File: config.mk
export PLATFORM = sky130hd
export DESIGN_NAME = fv_bank_requester_flat
export DESIGN_NICKNAME = d
export VERILOG_FILES = /design/src/rtl/fv_bank_requester_if.sv /design/src/rtl/fv_bank_requester.sv /design/src/flat_wrapper.sv
export SDC_FILE = /design/constraint.sdc
export NUM_CORES = 1
export LEC_CHECK = 0
export ABC_AREA = 1
export CORE_ASPECT_RATIO = 1.1
export CORE_MARGIN = 5
export CORE_UTILIZATION = 40
export DETAILED_ROUTE_END_ITERATION = 7
export PLACE_DENSITY_LB_ADDON = 0.1
export SYNTH_ARGS = -nofsm -noshare
export SYNTH_HDL_FRONTEND = slang
export SYNTH_SLANG_ARGS = --single-unit
export TNS_END_PERCENT = 1
File: constraint.sdc
create_clock -name clk_i -period 2.33 [get_ports clk_i]
set_clock_uncertainty 0.2 [all_clocks]
set_input_delay 0.3495 -clock clk_i [delete_from_list [all_inputs] [get_ports clk_i]]
set_output_delay 0.3495 -clock clk_i [all_outputs]
set_load 0.02 [all_outputs]
File: src/rtl/fv_bank_requester_if.sv
// Bundle between one Edge PE requester and its surroundings: PE command/write/read
// channels, the bank request packet and the tagged bank response stream.
interface fv_bank_requester_if #(
    parameter int TAG_W  = 2,
    parameter int NODE_W = 10,
    parameter int FV_BW  = 16,
    parameter int BEAT_W = 4
);
    logic              cmd_valid;
    logic              cmd_ready;
    logic              cmd_rd_wr;
    logic [NODE_W-1:0] cmd_node_id;
    logic [BEAT_W-1:0] cmd_beats;

    logic              wr_valid;
    logic              wr_ready;
    logic [FV_BW-1:0]  wr_data;

    logic              bank_available;

    logic              req_pkt_valid;
    logic              req_pkt_rd_wr;
    logic              req_pkt_wr_sos;
    logic              req_pkt_wr_eos;
    logic [TAG_W-1:0]  req_pkt_PE_tag;
    logic [NODE_W-1:0] req_pkt_Node_id;
    logic [FV_BW-1:0]  req_pkt_data;

    logic              rsp_valid;
    logic              rsp_sos;
    logic              rsp_eos;
    logic [TAG_W-1:0]  rsp_PE_tag;
    logic [FV_BW-1:0]  rsp_FV_data;

    logic              rd_valid;
    logic              rd_last;
    logic [FV_BW-1:0]  rd_data;

    logic              busy;
    logic              err;

    // master: the requester itself; slave: the PE datapath plus bank side
    modport master (
        input  cmd_valid, cmd_rd_wr, cmd_node_id, cmd_beats,
        input  wr_valid, wr_data, bank_available,
        input  rsp_valid, rsp_sos, rsp_eos, rsp_PE_tag, rsp_FV_data,
        output cmd_ready, wr_ready,
        output req_pkt_valid, req_pkt_rd_wr, req_pkt_wr_sos, req_pkt_wr_eos,
        output req_pkt_PE_tag, req_pkt_Node_id, req_pkt_data,
        output rd_valid, rd_last, rd_data, busy, err
    );

    modport slave (
        output cmd_valid, cmd_rd_wr, cmd_node_id, cmd_beats,
        output wr_valid, wr_data, bank_available,
        output rsp_valid, rsp_sos, rsp_eos, rsp_PE_tag, rsp_FV_data,
        input  cmd_ready, wr_ready,
        input  req_pkt_valid, req_pkt_rd_wr, req_pkt_wr_sos, req_pkt_wr_eos,
        input  req_pkt_PE_tag, req_pkt_Node_id, req_pkt_data,
        input  rd_valid, rd_last, rd_data, busy, err
    );
endinterface

File: src/rtl/fv_bank_requester.sv
// Edge-PE initiator for one Big FV bank port: issues read/write request packets
// and collects this PE's tagged read response stream beat by beat.
module fv_bank_requester #(
    parameter int PE_TAG  = 0,
    parameter int TAG_W   = 2,
    parameter int NODE_W  = 10,
    parameter int FV_BW   = 16,
    parameter int BEAT_W  = 4,
    parameter int TIMEOUT = 255
) (
    input  logic                  clk_i,
    input  logic                  rst_i,
    fv_bank_requester_if.master   bus_io
);
    typedef enum logic [1:0] {S_IDLE, S_RD_REQ, S_RD_WAIT, S_WR_STREAM} state_t;

    state_t            state_q, state_d;
    logic [NODE_W-1:0] node_q, node_d;
    logic [BEAT_W-1:0] beats_q, beats_d;
    logic [BEAT_W-1:0] cnt_q, cnt_d;
    logic [7:0]        tmo_q, tmo_d;
    logic              ovf_q, ovf_d;

    logic              req_valid_q, req_valid_d;
    logic              req_rd_wr_q, req_rd_wr_d;
    logic              req_sos_q, req_sos_d;
    logic              req_eos_q, req_eos_d;
    logic [FV_BW-1:0]  req_data_q, req_data_d;
    logic              rd_valid_q, rd_valid_d;
    logic              rd_last_q, rd_last_d;
    logic [FV_BW-1:0]  rd_data_q, rd_data_d;
    logic              err_q, err_d;

    // One bit wider than the counter so "count including this beat" never wraps
    logic [BEAT_W:0]   cnt_inc;
    logic [BEAT_W:0]   beats_ext;
    logic              rsp_hit;

    assign cnt_inc   = {1'b0, cnt_q} + (BEAT_W+1)'(1);
    assign beats_ext = {1'b0, beats_q};
    assign rsp_hit   = bus_io.rsp_valid && (bus_io.rsp_PE_tag == TAG_W'(PE_TAG));

    always_comb begin
        state_d     = state_q;
        node_d      = node_q;
        beats_d     = beats_q;
        cnt_d       = cnt_q;
        tmo_d       = tmo_q;
        ovf_d       = ovf_q;
        req_valid_d = 1'b0;
        req_rd_wr_d = 1'b0;
        req_sos_d   = 1'b0;
        req_eos_d   = 1'b0;
        req_data_d  = '0;
        rd_valid_d  = 1'b0;
        rd_last_d   = 1'b0;
        rd_data_d   = '0;
        err_d       = 1'b0;

        case (state_q)
            S_IDLE: begin
                if (bus_io.cmd_valid) begin
                    node_d  = bus_io.cmd_node_id;
                    beats_d = bus_io.cmd_beats;
                    cnt_d   = '0;
                    tmo_d   = '0;
                    ovf_d   = 1'b0;
                    if (bus_io.cmd_beats == '0) begin
                        err_d = 1'b1;
                    end else if (bus_io.cmd_rd_wr) begin
                        state_d = S_WR_STREAM;
                    end else if (bus_io.bank_available) begin
                        // Bank free at accept time: issue the read request straight away
                        req_valid_d = 1'b1;
                        state_d     = S_RD_WAIT;
                    end else begin
                        state_d = S_RD_REQ;
                    end
                end
            end

            S_RD_REQ: begin
                if (bus_io.bank_available) begin
                    req_valid_d = 1'b1;
                    state_d     = S_RD_WAIT;
                end
            end

            S_RD_WAIT: begin
                if (rsp_hit) begin
                    tmo_d = '0;
                    if ((cnt_q == '0) && !bus_io.rsp_sos) begin
                        err_d = 1'b1;
                    end else begin
                        rd_valid_d = 1'b1;
                        rd_data_d  = bus_io.rsp_FV_data;
                        cnt_d      = (cnt_q == {BEAT_W{1'b1}}) ? cnt_q : cnt_q + BEAT_W'(1);
                        if (bus_io.rsp_eos) begin
                            rd_last_d = 1'b1;
                            err_d     = (cnt_inc != beats_ext);
                            state_d   = S_IDLE;
                        end else if ((cnt_inc > beats_ext) && !ovf_q) begin
                            err_d = 1'b1;
                            ovf_d = 1'b1;
                        end
                    end
                end else begin
                    tmo_d = tmo_q + 8'd1;
                    if (tmo_q + 8'd1 == 8'(TIMEOUT)) begin
                        err_d   = 1'b1;
                        state_d = S_IDLE;
                    end
                end
            end

            S_WR_STREAM: begin
                if (bus_io.wr_valid && bus_io.bank_available) begin
                    req_valid_d = 1'b1;
                    req_rd_wr_d = 1'b1;
                    req_data_d  = bus_io.wr_data;
                    req_sos_d   = (cnt_q == '0);
                    req_eos_d   = (cnt_inc == beats_ext);
                    cnt_d       = cnt_q + BEAT_W'(1);
                    if (cnt_inc == beats_ext) begin
                        state_d = S_IDLE;
                    end
                end
            end

            default: state_d = S_IDLE;
        endcase
    end

    always_ff @(posedge clk_i or posedge rst_i) begin
        if (rst_i) begin
            state_q     <= S_IDLE;
            node_q      <= '0;
            beats_q     <= '0;
            cnt_q       <= '0;
            tmo_q       <= '0;
            ovf_q       <= 1'b0;
            req_valid_q <= 1'b0;
            req_rd_wr_q <= 1'b0;
            req_sos_q   <= 1'b0;
            req_eos_q   <= 1'b0;
            req_data_q  <= '0;
            rd_valid_q  <= 1'b0;
            rd_last_q   <= 1'b0;
            rd_data_q   <= '0;
            err_q       <= 1'b0;
        end else begin
            state_q     <= state_d;
            node_q      <= node_d;
            beats_q     <= beats_d;
            cnt_q       <= cnt_d;
            tmo_q       <= tmo_d;
            ovf_q       <= ovf_d;
            req_valid_q <= req_valid_d;
            req_rd_wr_q <= req_rd_wr_d;
            req_sos_q   <= req_sos_d;
            req_eos_q   <= req_eos_d;
            req_data_q  <= req_data_d;
            rd_valid_q  <= rd_valid_d;
            rd_last_q   <= rd_last_d;
            rd_data_q   <= rd_data_d;
            err_q       <= err_d;
        end
    end

    assign bus_io.cmd_ready       = (state_q == S_IDLE);
    assign bus_io.wr_ready        = (state_q == S_WR_STREAM) && bus_io.bank_available;
    assign bus_io.req_pkt_valid   = req_valid_q;
    assign bus_io.req_pkt_rd_wr   = req_rd_wr_q;
    assign bus_io.req_pkt_wr_sos  = req_sos_q;
    assign bus_io.req_pkt_wr_eos  = req_eos_q;
    assign bus_io.req_pkt_PE_tag  = TAG_W'(PE_TAG);
    assign bus_io.req_pkt_Node_id = node_q;
    assign bus_io.req_pkt_data    = req_data_q;
    assign bus_io.rd_valid        = rd_valid_q;
    assign bus_io.rd_last         = rd_last_q;
    assign bus_io.rd_data         = rd_data_q;
    assign bus_io.busy            = (state_q != S_IDLE);
    assign bus_io.err             = err_q;
endmodule
File: src/flat_wrapper.sv
// flat-port wrapper written by rule: the top's interface ports become plain ports
module fv_bank_requester_flat 
#(
    parameter int PE_TAG  = 0,
    parameter int TAG_W   = 2,
    parameter int NODE_W  = 10,
    parameter int FV_BW   = 16,
    parameter int BEAT_W  = 4,
    parameter int TIMEOUT = 255
)
  (clk_i, rst_i, bus_io_cmd_valid, bus_io_cmd_rd_wr, bus_io_cmd_node_id, bus_io_cmd_beats, bus_io_wr_valid, bus_io_wr_data, bus_io_bank_available, bus_io_rsp_valid, bus_io_rsp_sos, bus_io_rsp_eos, bus_io_rsp_PE_tag, bus_io_rsp_FV_data, bus_io_cmd_ready, bus_io_wr_ready, bus_io_req_pkt_valid, bus_io_req_pkt_rd_wr, bus_io_req_pkt_wr_sos, bus_io_req_pkt_wr_eos, bus_io_req_pkt_PE_tag, bus_io_req_pkt_Node_id, bus_io_req_pkt_data, bus_io_rd_valid, bus_io_rd_last, bus_io_rd_data, bus_io_busy, bus_io_err);
  fv_bank_requester_if #(.TAG_W(TAG_W), .NODE_W(NODE_W), .FV_BW(FV_BW), .BEAT_W(BEAT_W)) bus_io_i ();
  input  logic clk_i;
  input  logic rst_i;
  input wire logic [$bits(bus_io_i.cmd_valid)-1:0] bus_io_cmd_valid;
  input wire logic [$bits(bus_io_i.cmd_rd_wr)-1:0] bus_io_cmd_rd_wr;
  input wire logic [$bits(bus_io_i.cmd_node_id)-1:0] bus_io_cmd_node_id;
  input wire logic [$bits(bus_io_i.cmd_beats)-1:0] bus_io_cmd_beats;
  input wire logic [$bits(bus_io_i.wr_valid)-1:0] bus_io_wr_valid;
  input wire logic [$bits(bus_io_i.wr_data)-1:0] bus_io_wr_data;
  input wire logic [$bits(bus_io_i.bank_available)-1:0] bus_io_bank_available;
  input wire logic [$bits(bus_io_i.rsp_valid)-1:0] bus_io_rsp_valid;
  input wire logic [$bits(bus_io_i.rsp_sos)-1:0] bus_io_rsp_sos;
  input wire logic [$bits(bus_io_i.rsp_eos)-1:0] bus_io_rsp_eos;
  input wire logic [$bits(bus_io_i.rsp_PE_tag)-1:0] bus_io_rsp_PE_tag;
  input wire logic [$bits(bus_io_i.rsp_FV_data)-1:0] bus_io_rsp_FV_data;
  output wire logic [$bits(bus_io_i.cmd_ready)-1:0] bus_io_cmd_ready;
  output wire logic [$bits(bus_io_i.wr_ready)-1:0] bus_io_wr_ready;
  output wire logic [$bits(bus_io_i.req_pkt_valid)-1:0] bus_io_req_pkt_valid;
  output wire logic [$bits(bus_io_i.req_pkt_rd_wr)-1:0] bus_io_req_pkt_rd_wr;
  output wire logic [$bits(bus_io_i.req_pkt_wr_sos)-1:0] bus_io_req_pkt_wr_sos;
  output wire logic [$bits(bus_io_i.req_pkt_wr_eos)-1:0] bus_io_req_pkt_wr_eos;
  output wire logic [$bits(bus_io_i.req_pkt_PE_tag)-1:0] bus_io_req_pkt_PE_tag;
  output wire logic [$bits(bus_io_i.req_pkt_Node_id)-1:0] bus_io_req_pkt_Node_id;
  output wire logic [$bits(bus_io_i.req_pkt_data)-1:0] bus_io_req_pkt_data;
  output wire logic [$bits(bus_io_i.rd_valid)-1:0] bus_io_rd_valid;
  output wire logic [$bits(bus_io_i.rd_last)-1:0] bus_io_rd_last;
  output wire logic [$bits(bus_io_i.rd_data)-1:0] bus_io_rd_data;
  output wire logic [$bits(bus_io_i.busy)-1:0] bus_io_busy;
  output wire logic [$bits(bus_io_i.err)-1:0] bus_io_err;
  assign bus_io_i.cmd_valid = bus_io_cmd_valid;
  assign bus_io_i.cmd_rd_wr = bus_io_cmd_rd_wr;
  assign bus_io_i.cmd_node_id = bus_io_cmd_node_id;
  assign bus_io_i.cmd_beats = bus_io_cmd_beats;
  assign bus_io_i.wr_valid = bus_io_wr_valid;
  assign bus_io_i.wr_data = bus_io_wr_data;
  assign bus_io_i.bank_available = bus_io_bank_available;
  assign bus_io_i.rsp_valid = bus_io_rsp_valid;
  assign bus_io_i.rsp_sos = bus_io_rsp_sos;
  assign bus_io_i.rsp_eos = bus_io_rsp_eos;
  assign bus_io_i.rsp_PE_tag = bus_io_rsp_PE_tag;
  assign bus_io_i.rsp_FV_data = bus_io_rsp_FV_data;
  assign bus_io_cmd_ready = bus_io_i.cmd_ready;
  assign bus_io_wr_ready = bus_io_i.wr_ready;
  assign bus_io_req_pkt_valid = bus_io_i.req_pkt_valid;
  assign bus_io_req_pkt_rd_wr = bus_io_i.req_pkt_rd_wr;
  assign bus_io_req_pkt_wr_sos = bus_io_i.req_pkt_wr_sos;
  assign bus_io_req_pkt_wr_eos = bus_io_i.req_pkt_wr_eos;
  assign bus_io_req_pkt_PE_tag = bus_io_i.req_pkt_PE_tag;
  assign bus_io_req_pkt_Node_id = bus_io_i.req_pkt_Node_id;
  assign bus_io_req_pkt_data = bus_io_i.req_pkt_data;
  assign bus_io_rd_valid = bus_io_i.rd_valid;
  assign bus_io_rd_last = bus_io_i.rd_last;
  assign bus_io_rd_data = bus_io_i.rd_data;
  assign bus_io_busy = bus_io_i.busy;
  assign bus_io_err = bus_io_i.err;
  fv_bank_requester #(.PE_TAG(PE_TAG), .TAG_W(TAG_W), .NODE_W(NODE_W), .FV_BW(FV_BW), .BEAT_W(BEAT_W), .TIMEOUT(TIMEOUT)) u_core (.clk_i(clk_i), .rst_i(rst_i), .bus_io(bus_io_i));
endmodule
======== After elaboration in Yosys (flattened, before gate mapping) ========
Index checks and enable logic that the tools add are counted.
storage, ports and cells
  register bits ........................... 68
  input bits .............................. 57
  output and inout port bits .............. 54
operators by class
  reductions and logical operators ........ 19
  magnitude comparators ................... 1
  add/sub/neg operators ................... 3
  equality and inequality tests ........... 20
  mux-type cells .......................... 58
operators with widths
  operator               number
  $mux W16               5
  $mux W1                29
  $mux W2                11
  $mux W4                5
  $mux W8                2
  $pmux W8 S2            1
  $ne A2 B2 Y1 const B   6
  $pmux W4 S3            1
  $reduce_and A6 Y1      2
  $add A8 B1 Y8 const B  1
  $eq A8 B8 Y1 const B   1
  $logic_not A4 Y1       2
  $ne A2 B1 Y1 const B   4
  $pmux W2 S4            1
  $reduce_and A8 Y1      1
  $ne A3 B3 Y1 const B   2
  $add A4 B1 Y5 const B  1
  $eq A5 B4 Y1           1
  $gt A5 B4 Y1           1
  $logic_and A1 B1 Y1    5
  $ne A5 B4 Y1           1
  $add A4 B1 Y4 const B  1
  $eq A2 B2 Y1 const B   2
  $eq A4 B4 Y1 const B   1
  9 further kinds        14

======== Logic depth before layout (Yosys ltp) ========
  word-level depth ........................ 8
  depth in mapped cells ................... 13
  mapped depth without buffers ............ 13

======== Worst setup path before layout ========
Ideal clock, no wire load.
  path kind ............................... reg2reg
  from .................................... register u_core.cnt_q[0]
  to ...................................... register u_core.state_q[0]
  setup time .............................. 0.117 ns
  stages on the path, launching flop included .. 13
  clock period less this slack ............ 2.053 ns
  required time ........................... 2.013 ns
  slack ................................... 0.277 ns
  buffers on the path ..................... 0
  arrival ................................. 1.736 ns
  path through ............................ dfrtp_1 ha_1 xor2_1 ha_1 nand2_1 inv_1 nand4_1 nand2_1 nand3_1 nor2_2 nand2_2 nand2_1 nand2_1
on the way
  longest elaborated chain between the ends .. 4
  elaborated cells between the ends (all ways) .. 7
  classes of those cells .................. 1 x add/sub; 3 x eq/ne; 3 x reduce/logical
RTL lines
  element                                                               line                                               text
  start: declaration                                                    fv_bank_requester.sv:20                            logic [BEAT_W-1:0] cnt_q, cnt_d;
  start signal: assignment                                              fv_bank_requester.sv:155                           cnt_q <= cnt_d;
  $add A4 B1 Y5 / $logic_not A4 Y1 (equally long branches)              fv_bank_requester.sv:39, fv_bank_requester.sv:92
  $eq A5 B4 Y1 / $logic_and A1 B1 Y1 (equally long branches)            fv_bank_requester.sv:124, fv_bank_requester.sv:92
  $ne A2 B1 Y1 (no source line) / $ne A3 B3 Y1 (equally long branches)  -
  $reduce_and A8 Y1 (no source line) (*)                                -
  end signal: assignment                                                fv_bank_requester.sv:152                           state_q <= state_d;
  end: declaration                                                      fv_bank_requester.sv:17                            state_t state_q, state_d;
Mark *: on every way between the ends. The rest lies on a longest branch, timed or not.
A chain may end at the register's enable or synchronous reset.

======== Final worst setup path ========
  from .................................... input port bus_io_bank_available
  to ...................................... output port bus_io_wr_ready
on the way
  longest elaborated chain between the ends .. 1
RTL lines
  element              line                      text
  start: declaration   flat_wrapper.sv:21        input wire logic [$bits(bus_io_i.bank_available)-1:0] bus_io_bank_available;
  $logic_and A1 B1 Y1  fv_bank_requester.sv:171  assign bus_io.wr_ready = (state_q == S_WR_STREAM) && bus_io.bank_available;
  end: declaration     flat_wrapper.sv:28        output wire logic [$bits(bus_io_i.wr_ready)-1:0] bus_io_wr_ready;
Every way passes these cells.

==> impl_metrics.json <==
{
  "cp_data_arrival_time_ns": 1.67,
  "regToRegSetupSlack_ns": 0.13,
  "grt_pass1_vias": 2528,
  "timing.critical_path.required_ns": 1.78,
  "pin_count": 111,
  "final_cells": 584,
  "ys_seq_area_frac": 0.5565,
  "maxCapViolations": 0,
  "setup_repair_after_global_routing_missed_its_margin": "yes",
  "yosys_register_bits": 68,
  "insertedDiodeCount": 0,
  "clock_pin_transition_on_the_worst_setup_and_hold_timing_paths_ns": 0.07,
  "syn-instance-count": 353,
  "yosysTopAreaCellShare": 0.5565,
  "drt-initial-drc-count": 95,
  "insertion_delay_ns": 0.33,
  "core_ar_um2": 7473,
  "cts_max_level": 3,
  "wire_per_inst_um": 12.77,
  "gp_congestion": 0.8413,
  "yosysTopAreaCell": "dfrtp_1",
  "synth_most_common_cell": "nand2_1",
  "synth-edff-count": 0,
  "util_after_layout": 0.6025,
  "timing.final.setup_violations": 0,
  "peakVddDrop_uv": 417.5,
  "vias_per_cell": 4.473,
  "global_route_wire_length_before_repair_um": 12100,
  "synthTopCellsByCount": "nand2_1 (103), dfrtp_1 (68), inv_1 (47)",
  "firstDrtPassIters": 4,
  "placed_cells_incl_taps": 564,
  "initial_util": 0.4092,
  "die_width_um": 93.37,
  "grt_start_max_net_pins": 69,
  "detailed_placement_hpwl_um": 5552,
  "layout-area-overhead-vs-synth_pct": 47.26,
  "pwr_density_cell_nw_per_um2": 923.9,
  "fin_crit_sh": 0.9523,
  "yosys_warnings": 0,
  "total_leakage_power_nw": 2.182,
  "antenna_left": 0,
  "route.final.wire_length_um": 7459,
  "timing.hold.worst.class": "primary input to asynchronous set/reset pin",
  "path_cells": "clkdlybuf4s50_1 > inv_1 > nor2_1 > clkdlybuf4s50_1",
  "cts_hold_buf": 0,
  "cpMaxStageDelayCell": "clkdlybuf4s50_1",
  "antenna_violations_before_repair": 0,
  "timing.final.crit_period_ns": 2.219,
  "worstPathMaxFanout": 3,
  "cts_tree": "yes",
  "async_reset_ff_frac": 1.000,
  "total_power_w": 0.004160,
  "finalHoldViolations": 0,
  "nNetsFinal": 539,
  "primary_flip_flop_cell_chosen_by_synthesis_mapping": "dfrtp_1",
  "detail_route.drc_violations": 0,
  "cpPeakStageDelay_ns": 0.62,
  "cp_top_family": "buffers and inverters",
  "io_buffers": 108,
  "layout-drive-gt1-share": 0.1211,
  "post_synth_main_area_contributors": "dfrtp_1 (56%), nand2_1 (13%), inv_1 (5.8%), nor2_1 (4.8%), ha_1 (3.3%)",
  "fp.dieArea_um2": 9495,
  "finalSetupTns_ns": 0,
  "clk_root_buf": "clkbuf_8",
  "cts.sink_count": 68,
  "timing.reg2reg.worst_path_depth": 12,
  "cts_buffer_depth": 2,
  "cts-buffers-inserted": 9,
  "gr-usage-all-layers": 0.1661,
  "setup.worst_path.end_class": "output pin",
  "worst_path_most_repeated_cell": "clkdlybuf4s50_1",
  "worst_r2r_startpoint": "u_core.cnt_q[0]$_DFFE_PP0P_",
  "floorplan.die.height_um": 101.7,
  "route.vias.total": 2612,
  "result_of_the_run": "finished clean",
  "endpoint_of_the_worst_register_to_register_path": "u_core.bus_io.err$_DFF_PP0_",
  "worstSetupStartpointType": "primary input",
  "post_synth.cell_area_avg_um2": 8.663,
  "maxClockFrequency_mhz": 450.7,
  "remaining_global_route_overflow": 0,
  "post_synth_instance_area_um2": 3058,
  "criticalPathCategory": "primary input to output pin",
  "floorplan.rows": 33,
  "slew_violations": 0,
  "crit_buf_inv": 3,
  "synth_cell_types": 32
}
[timing repair]
action | in CTS | in global routing
setup endpoints to repair | 1 | 4
resized for setup | 1 | 2
pin swaps | 0 | 1
buffers inserted | 0 | 4
[sequential cells by signal, indices dropped and copies added (netlist names)]
name and cells:
u_core.cnt_q 4, u_core.state_q 2, u_core.bus_io.req_pkt_rd_wr 1, u_core.bus_io.rd_data 16, u_core.bus_io.req_pkt_wr_sos 1, u_core.bus_io.err 1, u_core.tmo_q 8, u_core.bus_io.req_pkt_data 16
u_core.bus_io.req_pkt_wr_eos 1, u_core.ovf_q 1, u_core.bus_io.rd_last 1, u_core.beats_q 4, u_core.bus_io.req_pkt_Node_id 10, u_core.bus_io.req_pkt_valid 1, u_core.bus_io.rd_valid 1
[power breakdown]
part	switching, W	internal (W)
registers	0.000154	0.00139
logic	0.000955	0.000710
clock network	0.000455	0.000495
[through the flow]
stage / cell area, um2 / hold slack, ns / setup slack, ns
2_1_floorplan: 3062 / 0.2530 / 0.06899
3_5_place_dp: 4275 / 0.2658 / 0.07728
5_1_grt: 4503 / 0.2368 / -0.03562
6_report: 4503 / 0.2136 / 0.1112
4_1_cts: 4469 / 0.2141 / 0.05196
3_3_place_gp: 4275 / 0.2616 / 0.1611
[tightest hold or removal path: stages]
cell and delay [ns]:
clkdlybuf4s50_1 0.41, inv_2 0.07, buf_12 0.32
[how the worst max path moves through the flow]
stage	start	endpoint	cells past startpoint
3_3_place_gp	u_core.cnt_q[0]$_DFFE_PP0P_	u_core.state_q[1]$_DFFE_PP0P_	12
2_1_floorplan	rst_i	u_core.beats_q[0]$_DFFE_PP0P_	1
4_1_cts	u_core.state_q[0]$_DFFE_PP0P_	bus_io_wr_ready	3
6_report	bus_io_bank_available	bus_io_wr_ready	4
3_5_place_dp	u_core.cnt_q[0]$_DFFE_PP0P_	u_core.state_q[0]$_DFFE_PP0P_	12
5_1_grt	u_core.cnt_q[0]$_DFFE_PP0P_	u_core.state_q[1]$_DFFE_PP0P_	12
[layer usage]
layer / vias up / track usage / wire (um)
li1: 1310 / - / -
met1: 1208 / 0.1947 / 2898
met2: 86 / 0.2651 / 3636
met3: 8 / 0.07355 / 829
met4: 0 / 0.07103 / 95
met5: - / 0 / 0
[cell usage in the layout (no fill, tap or decap), types with 4 or more instances in the layout]
cell type	Yosys	routed
inv_1	47	46
dfrtp_1	68	66
nand4_1	4	4
nor2_1	39	39
nand3_1	15	15
a21oi_1	4	4
buf_4	3	9
inv_2	6	7
o22ai_1	4	4
nand2_1	103	103
clkbuf_8	0	9
o21ai_1	8	8
o21ai_0	7	7
clkdlybuf4s50_1	0	108
ha_1	8	7
nor2_2	14	14
[cell type report]
class                      instances  area, um2
fill                             658       2970
sequential                        68       1704
timing repair buffer             118       1169
multi-input combinational        222       1095
inverter                          55      211.5
tap                              105      131.4
clock buffer                      10      127.6
clock inverter                     6      65.06
[cell families after synthesis]
| kind of cell | share of synthesized area |
|---|---|
| AOI/OAI and AO/OA | 0.05606 |
| xor gates and xnor gates | 0.005729 |
| adders and majority gates | 0.03273 |
| buffers and inverters | 0.08756 |
| DFF | 0.5565 |
| other | 0.001226 |
| and+or+nand+nor | 0.2602 |
Power figures use the tool's default switching activity.
==> RTL change, RTL diff (config.mk and constraints unchanged) <==
Make the reset (`rst_i`) synchronous in one clocked block.
--- a/src/rtl/fv_bank_requester.sv
+++ b/src/rtl/fv_bank_requester.sv
@@ -133,3 +133,3 @@
 
-    always_ff @(posedge clk_i or posedge rst_i) begin
+    always_ff @(posedge clk_i) begin
         if (rst_i) begin
Formal check against the unedited RTL: differs if rst_i is asserted again (counterexample within 4 cycles, from zero or initial values and one cycle with rst_i high); with rst_i held inactive, the same outputs for 4 cycles.
==> RTL change against the original RTL <==
Synthesized area shrank 4.7%. Final cell count decreased by 1.5%. Largest cell class unchanged. Power is 15% lower. Wire length shrank 7.1%. Final area down 5.5%. Sequential cell count unchanged. Setup slack improved by 0.034 ns. Largest power group is now sequential cells. First-iteration DRC count decreased by 38%. Sequential share of layout area decreased by 5.8 points. Non-clock buffer count fell by 3.
==> RTL change: results (changes against the original RTL) <==
| Metric | Value |
|---|---|
| Status | complete, no violations |
| Clock buffer count from CTS | 9 (unchanged) |
| Final cell count without fillers | 575 (-1.5%) |
| Root Buffer | clkbuf_8 |
| Critical Path Fanout Max | 4 (+1) |
| Share of cells above drive strength 1 | 13.9% (+1.8 points) |
| Hold Path Class | reg -> reg |
| Number of port buffers | 108 (unchanged) |
| Synth async-reset ratio | 0% (-100 points) |
| Main area contributors after synthesis | dfxtp_1 47%, nor2_1 8.1%, inv_1 8.0% |
| Vias in the first global route | 2504 (-0.95%) |
| Commonest cells post-synth | 68 x dfxtp_1, 63 x nor2_1, 62 x inv_1, 45 x nand2_1, 21 x o21ai_0 |
| Nets@finish | 550 (+2.0%) |
| Initial antenna violation count | 0 (unchanged) |
| Peak VDD IR | 0.635 mV (+52%) |
| Routed WL per cell | 12.1 um (-5.7%) |
| ANT cells | 0 (unchanged) |
| Number of distinct library cells after synthesis | 37 (+16%) |
| Crit-path slowest cell | clkdlybuf4s50_1 |
| Dpl cell area | 4060 um^2 (-5.1%) |
| DR vias | 2593 (-0.73%) |
| DP Wirelength | 5290 um (-4.7%) |
| Sw Pwr | 1.31 mW (-17%) |
| Crit-path max cell delay | 0.63 ns |
| Number of fill cells | 626 (-4.9%) |
| Sequential element share of the synthesized area | 46.7% (-8.9 points) |
| Ys flop type | dfxtp_1 |
| DRT iter0 DRCs | 59 (-38%) |
| Max clock buf depth | 2 (unchanged) |
| Worst slew pin tran | 0.600 ns |
| Skew-Pair Late Insertion Delay | 0.33 ns (about the same) |
| P_leak | 1.84 nW (-15%) |
| CP top delay family | buffers and inverters |
| Arrival @ worst endpoint | 1.64 ns (-0.03 ns) |
| GRT Total Usage | 15.3% (-1.3 points) |
| Pre-Repair DR Iteration Count | 4 (unchanged) |
| Largest net degree at the start of global routing | 22 (-68%) |
| Synthesized area per cell | 7.92 um^2 (-8.6%) |
| Yosys Warn Count | 0 (unchanged) |
| Pre-CTS setup slack | 0.140 ns (+0.0624 ns) |
| # placed instances | 557 (-1.2%) |
| GP Congestion | 0.830 (-1.4%) |
| First-pass GRT wire length | 11300 um (-6.7%) |
RTL change: metal layers:
| layer | global-route usage, % | wire length (um) |
|---|---|---|
| met1 | 18.0 | 2920 |
| met2 | 25.2 | 3320 |
| met3 | 5.98 | 592 |
| met4 | 5.76 | 93 |
| met5 | 0 | 0 |
RTL change: repair_timing:
action | 4_1_cts | 5_1_grt
endpoints found under the setup margin | 1 | 2
gates resized for setup | 1 | 2
pin swaps | 0 | 2
buffers inserted | 0 | 2
RTL change: worst reg2reg max path: stages, from the launching register on:
cell and delay [ns]:
dfxtp_2 0.35, ha_1 0.22, xor2_1 0.16, ha_1 0.30, nand2_1 0.06, inv_1 0.06, nand4_1 0.13, nand2_1 0.10
nand4_1 0.09, nor2_2 0.18, nand3_1 0.10, nand2_1 0.06, nor2_1 0.04
RTL change: final cells by class:
type | count | area (um^2) | share of cell area, %
repair buffers | 115 | 1130 | 26.6
inverters | 73 | 283 | 6.65
clock buffers | 9 | 124 | 2.91
multi-input cells | 218 | 1190 | 28.0
clock inverters | 7 | 52.6 | 1.24
flip-flops and latches | 68 | 1370 | 32.1
well taps | 85 | 106 | 2.50
RTL change: final timing paths:
path	slack, ns	to	startpoint
min reg2reg	0.26	u_core.ovf_q$_SDFFE_PP0P_	u_core.ovf_q$_SDFFE_PP0P_
max	0.14	bus_io_wr_ready	bus_io_bank_available
max reg2reg	0.19	u_core.state_q[1]$_SDFFE_PP0P_	u_core.cnt_q[0]$_SDFFE_PP0P_
min	0.26	u_core.ovf_q$_SDFFE_PP0P_	u_core.ovf_q$_SDFFE_PP0P_
RTL change: power groups by stage:
stage	combinational (mW)	sequential, mW	clock, mW
detailed placement	1.25	1.41	0
finish	1.27	1.39	0.855
global placement	1.24	1.41	0
floorplan	0.774	1.46	0
global route	1.43	1.41	0.949
CTS	1.26	1.39	0.893
RTL change: cells by family (layout without fill, tap and decap cells):
kind of cell	Yosys count	in the layout	synth area share, %
and+or+nand+nor	157	157	27.3
xor gates and xnor gates	2	2	0.601
AOI/OAI and AO/OA	49	49	9.24
other	1	2	0.129
buffers and inverters	83	204	12.5
DFF	68	68	46.7
adders and majority gates	8	8	3.44
